## config.mk

```make
export PLATFORM = sky130hd
export DESIGN_NAME = stage_sequencer
export DESIGN_NICKNAME = d
export VERILOG_FILES = /design/src/rtl/stage_sequencer.sv
export SDC_FILE = /design/constraint.sdc
export NUM_CORES = 1
export LEC_CHECK = 0
export CORE_MARGIN = 4
export CORE_UTILIZATION = 47
export DETAILED_ROUTE_END_ITERATION = 12
export GPL_TIMING_DRIVEN = 0
export PLACE_DENSITY_LB_ADDON = 0.1
export SETUP_SLACK_MARGIN = 0.2
export SKIP_CTS_REPAIR_TIMING = 1
export SLEW_MARGIN = 20
export SYNTH_ARGS = -nofsm -noshare
export SYNTH_HDL_FRONTEND = slang
export SYNTH_SLANG_ARGS = --single-unit
```

## constraint.sdc

```tcl
create_clock -name clk -period 4.7 [get_ports clk]
set_input_delay 1.41 -clock clk [delete_from_list [all_inputs] [get_ports clk]]
set_output_delay 1.41 -clock clk [all_outputs]
set_load 0.03 [all_outputs]
```

## src/rtl/stage_sequencer.sv

```systemverilog
// Multicycle stage sequencer: walks IF/RR/EX/MA/RW with req/ack memory handshakes,
// owns the PC and retired-instruction counter, and emits per-stage control strobes.
module stage_sequencer #(
    parameter int unsigned PC_W         = 32,
    parameter logic [31:0] RESET_PC     = 32'h7FFC,
    parameter bit          SKIP_IDLE_MA = 1'b1,
    parameter int unsigned CNT_W        = 32
) (
    input  logic             clk,
    input  logic             rst,
    input  logic             run,
    input  logic [PC_W-1:0]  npc,
    input  logic             is_load,
    input  logic             is_store,
    input  logic             is_halt,
    input  logic             reg_we_req,
    input  logic             imem_ack,
    input  logic             dmem_ack,
    output logic [PC_W-1:0]  pc,
    output logic [2:0]       stage,
    output logic             imem_req,
    output logic             dmem_req,
    output logic             dmem_we,
    output logic             dec_clear,
    output logic             alu_clear,
    output logic             reg_we,
    output logic             halted,
    output logic [CNT_W-1:0] retired
);

    typedef enum logic [2:0] {
        ST_IF   = 3'd0,
        ST_RR   = 3'd1,
        ST_EX   = 3'd2,
        ST_MA   = 3'd3,
        ST_RW   = 3'd4,
        ST_HALT = 3'd5
    } stage_t;

    localparam logic [PC_W-1:0] LP_RESET_PC = PC_W'(RESET_PC);

    stage_t           r_state;
    stage_t           w_next;
    logic [PC_W-1:0]  r_pc;
    logic [CNT_W-1:0] r_retired;
    logic             r_dec_clear;
    logic             r_alu_clear;
    logic             r_reg_we;
    logic             w_mem_op;
    logic             w_imem_req;
    logic             w_dmem_req;
    logic             w_dmem_we;

    always_comb begin
        w_mem_op   = is_load | is_store;
        w_imem_req = (r_state == ST_IF) & run;
        w_dmem_req = (r_state == ST_MA) & w_mem_op;
        // A simultaneous load+store is resolved as a store.
        w_dmem_we  = w_dmem_req & is_store;
        w_next     = r_state;
        case (r_state)
            ST_IF: begin
                if (w_imem_req && imem_ack) w_next = ST_RR;
            end
            ST_RR: w_next = ST_EX;
            ST_EX: begin
                if (is_halt)                         w_next = ST_HALT;
                else if (w_mem_op || !SKIP_IDLE_MA)  w_next = ST_MA;
                else                                 w_next = ST_RW;
            end
            ST_MA: begin
                if (!w_dmem_req || dmem_ack) w_next = ST_RW;
            end
            ST_RW:   w_next = ST_IF;
            ST_HALT: w_next = ST_HALT;
            default: w_next = ST_IF;
        endcase
    end

    always_ff @(posedge clk or negedge rst) begin
        if (!rst) begin
            r_state     <= ST_IF;
            r_pc        <= LP_RESET_PC;
            r_retired   <= '0;
            r_dec_clear <= 1'b0;
            r_alu_clear <= 1'b0;
            r_reg_we    <= 1'b0;
        end else begin
            r_state     <= w_next;
            // Strobes are registered so they line up exactly with the stage they belong to.
            r_dec_clear <= (w_next == ST_RR);
            r_alu_clear <= (w_next == ST_EX);
            r_reg_we    <= (w_next == ST_RW) && reg_we_req;
            if (r_state == ST_RW) begin
                r_pc      <= {npc[PC_W-1:2], 2'b00};
                r_retired <= r_retired + CNT_W'(1);
            end
        end
    end

    assign pc        = r_pc;
    assign stage     = r_state;
    assign imem_req  = w_imem_req;
    assign dmem_req  = w_dmem_req;
    assign dmem_we   = w_dmem_we;
    assign dec_clear = r_dec_clear;
    assign alu_clear = r_alu_clear;
    assign reg_we    = r_reg_we;
    assign halted    = (r_state == ST_HALT);
    assign retired   = r_retired;

endmodule

```

==> impl_results.rst, run 1 <==
.. list-table::
   :header-rows: 1

   * - Metric
     - Value
   * - Synthesized area per cell
     - 12.8 um2
   * - Worst setup slack after layout
     - 0.393 ns
   * - Period utilisation layout
     - 91.6%
   * - CTS HTree Levels
     - 3
   * - Count of buffers from port buffering
     - 110
   * - Max Transition Viols Final
     - 0
   * - CTS tree
     - done
   * - Area inside the core boundary
     - 0.00599 mm2
   * - Post-synth cell types
     - 31
   * - Seq/Total Area, Yosys
     - about three fifths
   * - First-pass GRT wire length
     - 10.2 mm
   * - RePlAce Congestion
     - 0.750
   * - Via count of the first global-routing pass
     - ~2200
   * - Kind of end point of the critical path
     - output port
   * - Max-slew headroom
     - 65.7%
   * - Delay of the slowest critical-path stage
     - approximately 0.74 ns
   * - I/O pin cnt
     - around 120
   * - Number of standard-cell rows in the floorplan
     - 28
   * - Post-layout utilization of the core
     - a little under three quarters
   * - Leakage power
     - ~0.0018 uW
   * - Pin count of the biggest net entering global routing
     - 37
   * - Width of the die
     - 86.9 um
   * - Metal1 wirelength
     - 2.55 mm
   * - Routed length per instance
     - ~14 um
   * - Yosys top cell by area
     - sky130_fd_sc_hd__dfrtp_1
   * - Count of final hold-check violations
     - 0
   * - Detail Route met3 WL
     - 487 um
   * - Max Cap Viol
     - 0
   * - DR WL met2
     - 3.12 mm
   * - Synthesized area
     - 0.00292 mm2
   * - Vertical die dimension
     - 86.9 um
   * - Least-Margin Pin Slew
     - 0.514 ns
   * - Post-synth top area share
     - a little under half
   * - Gate Count Post-Synth
     - 228
   * - Path type of the worst min-delay path
     - reg -> reg
   * - Antenna Diode Count
     - 0
   * - Total DRC errors in the routed layout
     - 0
   * - Via-to-Cell Ratio
     - 5.05
   * - Min Clock Period, post-route
     - 4.31 ns
   * - Slowest stage cell on the critical path
     - sky130_fd_sc_hd__clkdlybuf4s50_1
   * - Clock tree buffer depth
     - 2
   * - Total of fill cells in the finished design
     - 451
   * - Final Total Pwr
     - 2430 uW
   * - CP Max Fanout
     - 2
   * - Number of storage elements in the synthesis netlist
     - 68
   * - Data arrival time of the worst path
     - 2.90 ns
   * - Placed wire-length estimate after detailed placement
     - 4.74 mm
   * - Number of endpoints failing setup at the final stage
     - 0
   * - Worst clock skew
     - ~0.0082 ns
   * - Pre-CTS setup slack
     - 0.411 ns
   * - Peak ir drop on the vdd network
     - 0.405 mV
   * - Clock root buffer
     - sky130_fd_sc_hd__clkbuf_8
   * - Number of antenna violations at the first check in global routing
     - 0
   * - Post-CTS clock slew at the launch and capture registers of the worst setup and hold paths
     - 0.06 ns
   * - Unrepaired setup endpoints after global routing
     - false
   * - Class of the most critical setup path
     - in -> out
   * - Launching element type of the critical path
     - input pin
   * - Run status
     - finished clean
   * - Highest Clock Rate
     - 232 MHz
   * - Final global-route overflow total
     - 0
   * - Power per cell area
     - ~570 mW/mm2
   * - Number of iterations in the first detailed-routing pass
     - 4
   * - Cells along the critical path
     - clkdlybuf4s50_1 -> nor4b_1 -> clkdlybuf4s50_1
   * - Cell repeated most along the worst path
     - sky130_fd_sc_hd__clkdlybuf4s50_1
   * - Clock latency on the worst-skew pair
     - 0.32 ns
   * - TritonCTS Buffers
     - 9
   * - Layout Nets
     - 393
   * - Total via count after detailed routing
     - 2176
   * - Effective utilization at floorplan
     - 48.8%
   * - Overall die area
     - roughly 0.0075 mm2
   * - Area Overhead vs Synth
     - 47.2%
   * - Number of warning messages in the yosys log
     - 0
   * - Detailed-route wire length
     - roughly 6.2 mm
   * - Tot GR Track Use
     - 17.6%
   * - Instance area after placement
     - 0.00414 mm2
   * - Top routing layer in use
     - met4
   * - Post-detailed-route count of antenna-violating nets
     - 0
   * - Fraction of final layout cells with drive strength greater than 1
     - 19.1%
   * - Post-route cell area
     - 0.00430 mm2
   * - Number of DRC violations after detailed-routing iteration 0
     - 69
   * - Leading cell types by total area after synthesis
     - sky130_fd_sc_hd__dfrtp_1 47%, sky130_fd_sc_hd__mux2_2 12%, sky130_fd_sc_hd__dfstp_2 12%, sky130_fd_sc_hd__xnor2_1 6.6%, sky130_fd_sc_hd__xor2_1 2.7%
   * - Required arrival time at the worst endpoint
     - roughly 3.3 ns
   * - Total number of clock tree sinks
     - roughly 70
logic make-up after synthesis:
logic type               share of synthesized area (%)
buffers and inverters                             2.57
multiplexers                                      11.9
flip-flops                                        58.8
other                                            0.128
XOR/XNOR                                          9.29
AND/OR/NAND/NOR                                   15.5
adder cells (fa/ha/maj)                          0.428
AO/OA/AOI/OAI                                     1.41
layer usage:
layer / vias to the layer above / global-route usage, %
met1: 1060 / 21.3
met3: 8 / 6.24
met4: 0 / 7.22
met2: 65 / 28.6
li1: 1043 / -
met5: - / 0
layout make-up:
type                    count  area (um2)  area share [%]
multi-input cells         146        1130            26.4
plain buffers              11        60.1            1.40
clock inverters             2        10.0           0.233
well taps                  75        93.8            2.18
repair buffers            111        1120            26.0
inverters                   4        15.0           0.349
clock buffers              14         153            3.55
flip-flops and latches     68        1720            39.9
where the power goes:
| group | switching, uW | internal, uW |
|---|---|---|
| Combinational | 597 | 530 |
| Sequential | 104 | 798 |
| Clock | 198 | 205 |
| Total | 898 | 1530 |
worst max-delay path, delay by kind of cell:
family,cells,cell delay (ns)
buf+inv,2,1.19
simple gates,1,0.30
sequential cells by signal, indices dropped and copies added, names as in the netlist:
name       count
pc            30
stage          3
dec_clear      1
retired       32
reg_we         1
alu_clear      1
cells in the final DEF, fill, tap and decap left out, drive strengths merged:
cell type      instances
o22ai                  2
o21ai                  2
nor4                   5
nor3                   4
xor2                   9
nand4b                 1
dfstp                 13
nor2                   4
clkbuf                16
or3b                   1
xnor2                 22
nor4b                  1
and4                   8
and2                   7
dfrtp                 55
and3                   5
mux2                  31
clkinv                 2
nand3                 10
nor3b                  3
nand4                 11
nand2                 10
nor2b                  3
clkdlybuf4s50        109
a21oi                  2
nand2b                 1
a211o                  1
ha                     1
inv                    4
conb                   2
buf                   11
synthesized netlist by cell type:
cell type and n:
sky130_fd_sc_hd__nor4_1 5, sky130_fd_sc_hd__nand2_1 10, sky130_fd_sc_hd__and2_1 7, sky130_fd_sc_hd__nand3_1 10, sky130_fd_sc_hd__or3b_1 1, sky130_fd_sc_hd__buf_4 3, sky130_fd_sc_hd__dfstp_2 13, sky130_fd_sc_hd__nand4b_1 1
sky130_fd_sc_hd__buf_2 6, sky130_fd_sc_hd__nand4_1 11, sky130_fd_sc_hd__inv_1 4, sky130_fd_sc_hd__nor3b_1 2, sky130_fd_sc_hd__clkbuf_1 2, sky130_fd_sc_hd__nor2b_1 3, sky130_fd_sc_hd__nor4b_1 1, sky130_fd_sc_hd__nor3_1 4
sky130_fd_sc_hd__a21oi_1 2, sky130_fd_sc_hd__dfrtp_1 55, sky130_fd_sc_hd__nand2b_1 1, sky130_fd_sc_hd__xor2_1 9, sky130_fd_sc_hd__ha_1 1, sky130_fd_sc_hd__a211o_1 1, sky130_fd_sc_hd__o22ai_1 2, sky130_fd_sc_hd__o21ai_0 2
sky130_fd_sc_hd__and4_1 8, sky130_fd_sc_hd__conb_1 1, sky130_fd_sc_hd__xnor2_1 22, sky130_fd_sc_hd__mux2_2 31, sky130_fd_sc_hd__and3_1 5, sky130_fd_sc_hd__nor3b_4 1, sky130_fd_sc_hd__nor2_1 4
final timing paths:
check / startpoint / to / slack [ns] / cells past startpoint
min in group asynchronous: rst / alu_clear / 1.01 / 1
max: run / imem_req / 0.39 / 3
max reg2reg: stage[0] / retired[17] / 2.78 / 6
min: retired[31] / retired[31] / 0.46 / 1
max in group asynchronous: rst / pc[6] / 3.09 / 2
min reg2reg: retired[31] / retired[31] / 0.46 / 1
stage by stage:
stage | instances | hold slack [ns] | setup TNS (ns)
5_1_grt | 431 | 0.505 | 0
3_3_place_gp | 414 | 0.455 | -1.14
6_report | 431 | 0.463 | 0
2_1_floorplan | 229 | 0.649 | 0
3_5_place_dp | 415 | 0.463 | 0
4_1_cts | 431 | 0.472 | 0
Note: power is estimated with default switching activity, not from simulation.
==> run 2: changes to the inputs <==
MAX_ROUTING_LAYER = met4   (was not set)
==> run 2 against run 1 <==
Compared with the run above: critical path type unchanged; global-route usage rose by 0.52 points; register-to-register slack hardly changed; cell count unchanged.
==> impl_results.rst, run 2 (same netlist as run 1, synthesis figures left out) <==
.. list-table::
   :header-rows: 1

   * - Metric
     - Value
   * - Width of the die
     - 86.9 um (unchanged)
   * - Clock latency on the worst-skew pair
     - 0.32 ns (about the same)
   * - Peak ir drop on the vdd network
     - 0.405 mV (unchanged)
   * - Pin count of the biggest net entering global routing
     - 37 (unchanged)
   * - Met2 Usage GRT
     - 28.6% (unchanged)
   * - I/O pin cnt
     - 115 (unchanged)
   * - Leakage power
     - 0.00182 uW (unchanged)
   * - Max Cap Viol
     - 0 (unchanged)
   * - Net switching fraction of the power
     - 37.0% (about the same)
   * - Highest Clock Rate
     - 232 MHz (about the same)
   * - Max-slew headroom
     - 65.7% (unchanged)
   * - Cell Int Power
     - 1530 uW (about the same)
   * - Hold_ws
     - 0.463 ns (unchanged)
   * - Area Overhead vs Synth
     - 47.2% (unchanged)
   * - Tot GR Track Use
     - 18.1% (+0.52 points)
   * - Worst Hold Path Cells
     - 1 (unchanged)
   * - Worst setup slack after layout
     - 0.391 ns (-0.00174 ns)
   * - Detailed-route wire length
     - 6.23 mm (about the same)
   * - Total number of clock tree sinks
     - 68 (unchanged)
   * - Fraction of final layout cells with drive strength greater than 1
     - 19.1% (unchanged)
   * - Data arrival time of the worst path
     - 2.90 ns (about the same)
   * - Kind of end point of the critical path
     - output port
   * - Class of the most critical setup path
     - in -> out
   * - Met1 global-route usage
     - 21.8% (+0.56 points)
   * - GR met3 Demand/Resource
     - 5.39% (-0.85 points)
   * - First-pass GRT wire length
     - 10.2 mm (about the same)
   * - Least-Margin Pin Slew
     - 0.514 ns (+0.000000596 ns)
   * - Worst clock skew
     - 0.00824 ns (+0.00000758 ns)
   * - Via count of the first global-routing pass
     - 2217 (+0.045%)
   * - Post-detailed-route count of antenna-violating nets
     - 0 (unchanged)
   * - Proportion of power drawn by flip-flops and latches
     - 37.1% (about the same)
   * - Min Clock Period, post-route
     - 4.31 ns (+0.00174 ns)
   * - Effective utilization at floorplan
     - 48.8% (unchanged)
   * - Period utilisation layout
     - 91.7% (about the same)
   * - Number of antenna violations at the first check in global routing
     - 0 (unchanged)
   * - Pre-CTS setup slack
     - 0.411 ns (unchanged)
   * - Routed length per instance
     - 14.5 um (about the same)
   * - Clock tree buffer depth
     - 2 (unchanged)
   * - TritonCTS Buffers
     - 9 (unchanged)
   * - Most common library cell in the layout ignoring fill and taps
     - sky130_fd_sc_hd__clkdlybuf4s50_1
   * - Clock network fraction of design power
     - 16.6% (about the same)
   * - Count of buffers from port buffering
     - 110 (unchanged)
   * - Number of DRC violations after detailed-routing iteration 0
     - 66 (-4.3%)
   * - Required arrival time at the worst endpoint
     - 3.29 ns (about the same)
   * - Total via count after detailed routing
     - 2178 (+0.092%)
   * - Routing layer with the top usage in global route
     - met2
   * - Number of iterations in the first detailed-routing pass
     - 4 (unchanged)
   * - Part of the power in combinational logic
     - 46.4% (about the same)
   * - Net switching power
     - 899 uW (about the same)
   * - Area inside the core boundary
     - 0.00599 mm2 (unchanged)
   * - Run status
     - finished clean
   * - Layout Nets
     - 393 (unchanged)
   * - Clock root buffer
     - sky130_fd_sc_hd__clkbuf_8
   * - Total of fill cells in the finished design
     - 451 (unchanged)
   * - Overall die area
     - 0.00755 mm2 (unchanged)
   * - Antenna Diode Count
     - 0 (unchanged)
   * - Post-CTS clock slew at the launch and capture registers of the worst setup and hold paths
     - 0.06 ns (about the same)
   * - Final global-route overflow total
     - 0 (unchanged)
   * - Via-to-Cell Ratio
     - 5.05 (about the same)
   * - CP Max Fanout
     - 2 (unchanged)
   * - CTS HTree Levels
     - 3 (unchanged)
   * - Unrepaired setup endpoints after global routing
     - false
   * - Power per cell area
     - 565 mW/mm2 (about the same)
   * - CTS tree
     - done
   * - Path type of the worst min-delay path
     - reg -> reg
   * - Max Transition Viols Final
     - 0 (unchanged)
   * - Number of endpoints failing setup at the final stage
     - 0 (unchanged)
   * - Reg2Reg Depth
     - 6 (unchanged)
   * - Vertical die dimension
     - 86.9 um (unchanged)
   * - Number of standard-cell rows in the floorplan
     - 28 (unchanged)
   * - Most frequent cells in the layout
     - 109 x sky130_fd_sc_hd__clkdlybuf4s50_1, 55 x sky130_fd_sc_hd__dfrtp_1, 31 x sky130_fd_sc_hd__mux2_2
   * - Placed wire-length estimate after detailed placement
     - 4.74 mm (unchanged)
   * - Launching element type of the critical path
     - input pin
   * - Total DRC errors in the routed layout
     - 0 (unchanged)
   * - RePlAce Congestion
     - 0.759 (+1.3%)
   * - Count of final hold-check violations
     - 0 (unchanged)
   * - Flip-flop count of the largest register after layout
     - 32 (unchanged)
==> run 2: cell counts in the layout (fill, tap and decap cells not counted) <==
No cell type changed its count.
==> run 2: through the flow <==
stage               cells  instance area, um2  total power (uW)  setup TNS (ns)  util, %
CTS                   431                4300              2470               0     71.8
global route          431                4300              2570               0     71.8
global placement      414                4120              2030           -1.14     68.8
floorplan             229                2930              1580               0        -
detailed placement    415                4140              2050               0     69.1
finish                431                4300              2430               0     71.8
==> run 2: metal layers <==
layer | vias up | part of all wire (%)
met4 | 0 | 1.2
met5 | - | 0
met3 | 8 | 6.8
li1 | 1043 | -
met2 | 65 | 50
met1 | 1062 | 42
==> run 2: power by group through the flow <==
stage | clock, uW | sequential (uW) | combinational [uW]
floorplan | 0 | 1250 | 326
global placement | 0 | 905 | 1120
detailed placement | 0 | 914 | 1140
CTS | 418 | 905 | 1140
global route | 449 | 930 | 1190
finish | 403 | 902 | 1130
==> run 2: final timing paths <==
check                       startpoint           to  slack, ns
hold reg to reg            retired[31]  retired[31]       0.46
max in group asynchronous          rst        pc[6]       3.09
setup reg to reg              stage[0]  retired[17]       2.78
hold / removal             retired[31]  retired[31]       0.46
min in group asynchronous          rst    alu_clear       1.01
setup / recovery                   run     imem_req       0.39
==> run 2: worst max-delay path, stage by stage <==
cell and delay [ns]:
sky130_fd_sc_hd__clkdlybuf4s50_1 0.45, sky130_fd_sc_hd__nor4b_1 0.30, sky130_fd_sc_hd__clkdlybuf4s50_1 0.74
==> run 2: layout make-up <==
type	count	area, um2	share of cell area, %
Buffer	11	60.1	1.40
Clock buffer	14	153	3.55
Clock inverter	2	10.0	0.233
Inverter	4	15.0	0.349
Multi-Input combinational cell	146	1130	26.4
Sequential cell	68	1720	39.9
Tap cell	75	93.8	2.18
Timing Repair Buffer	111	1120	26.0
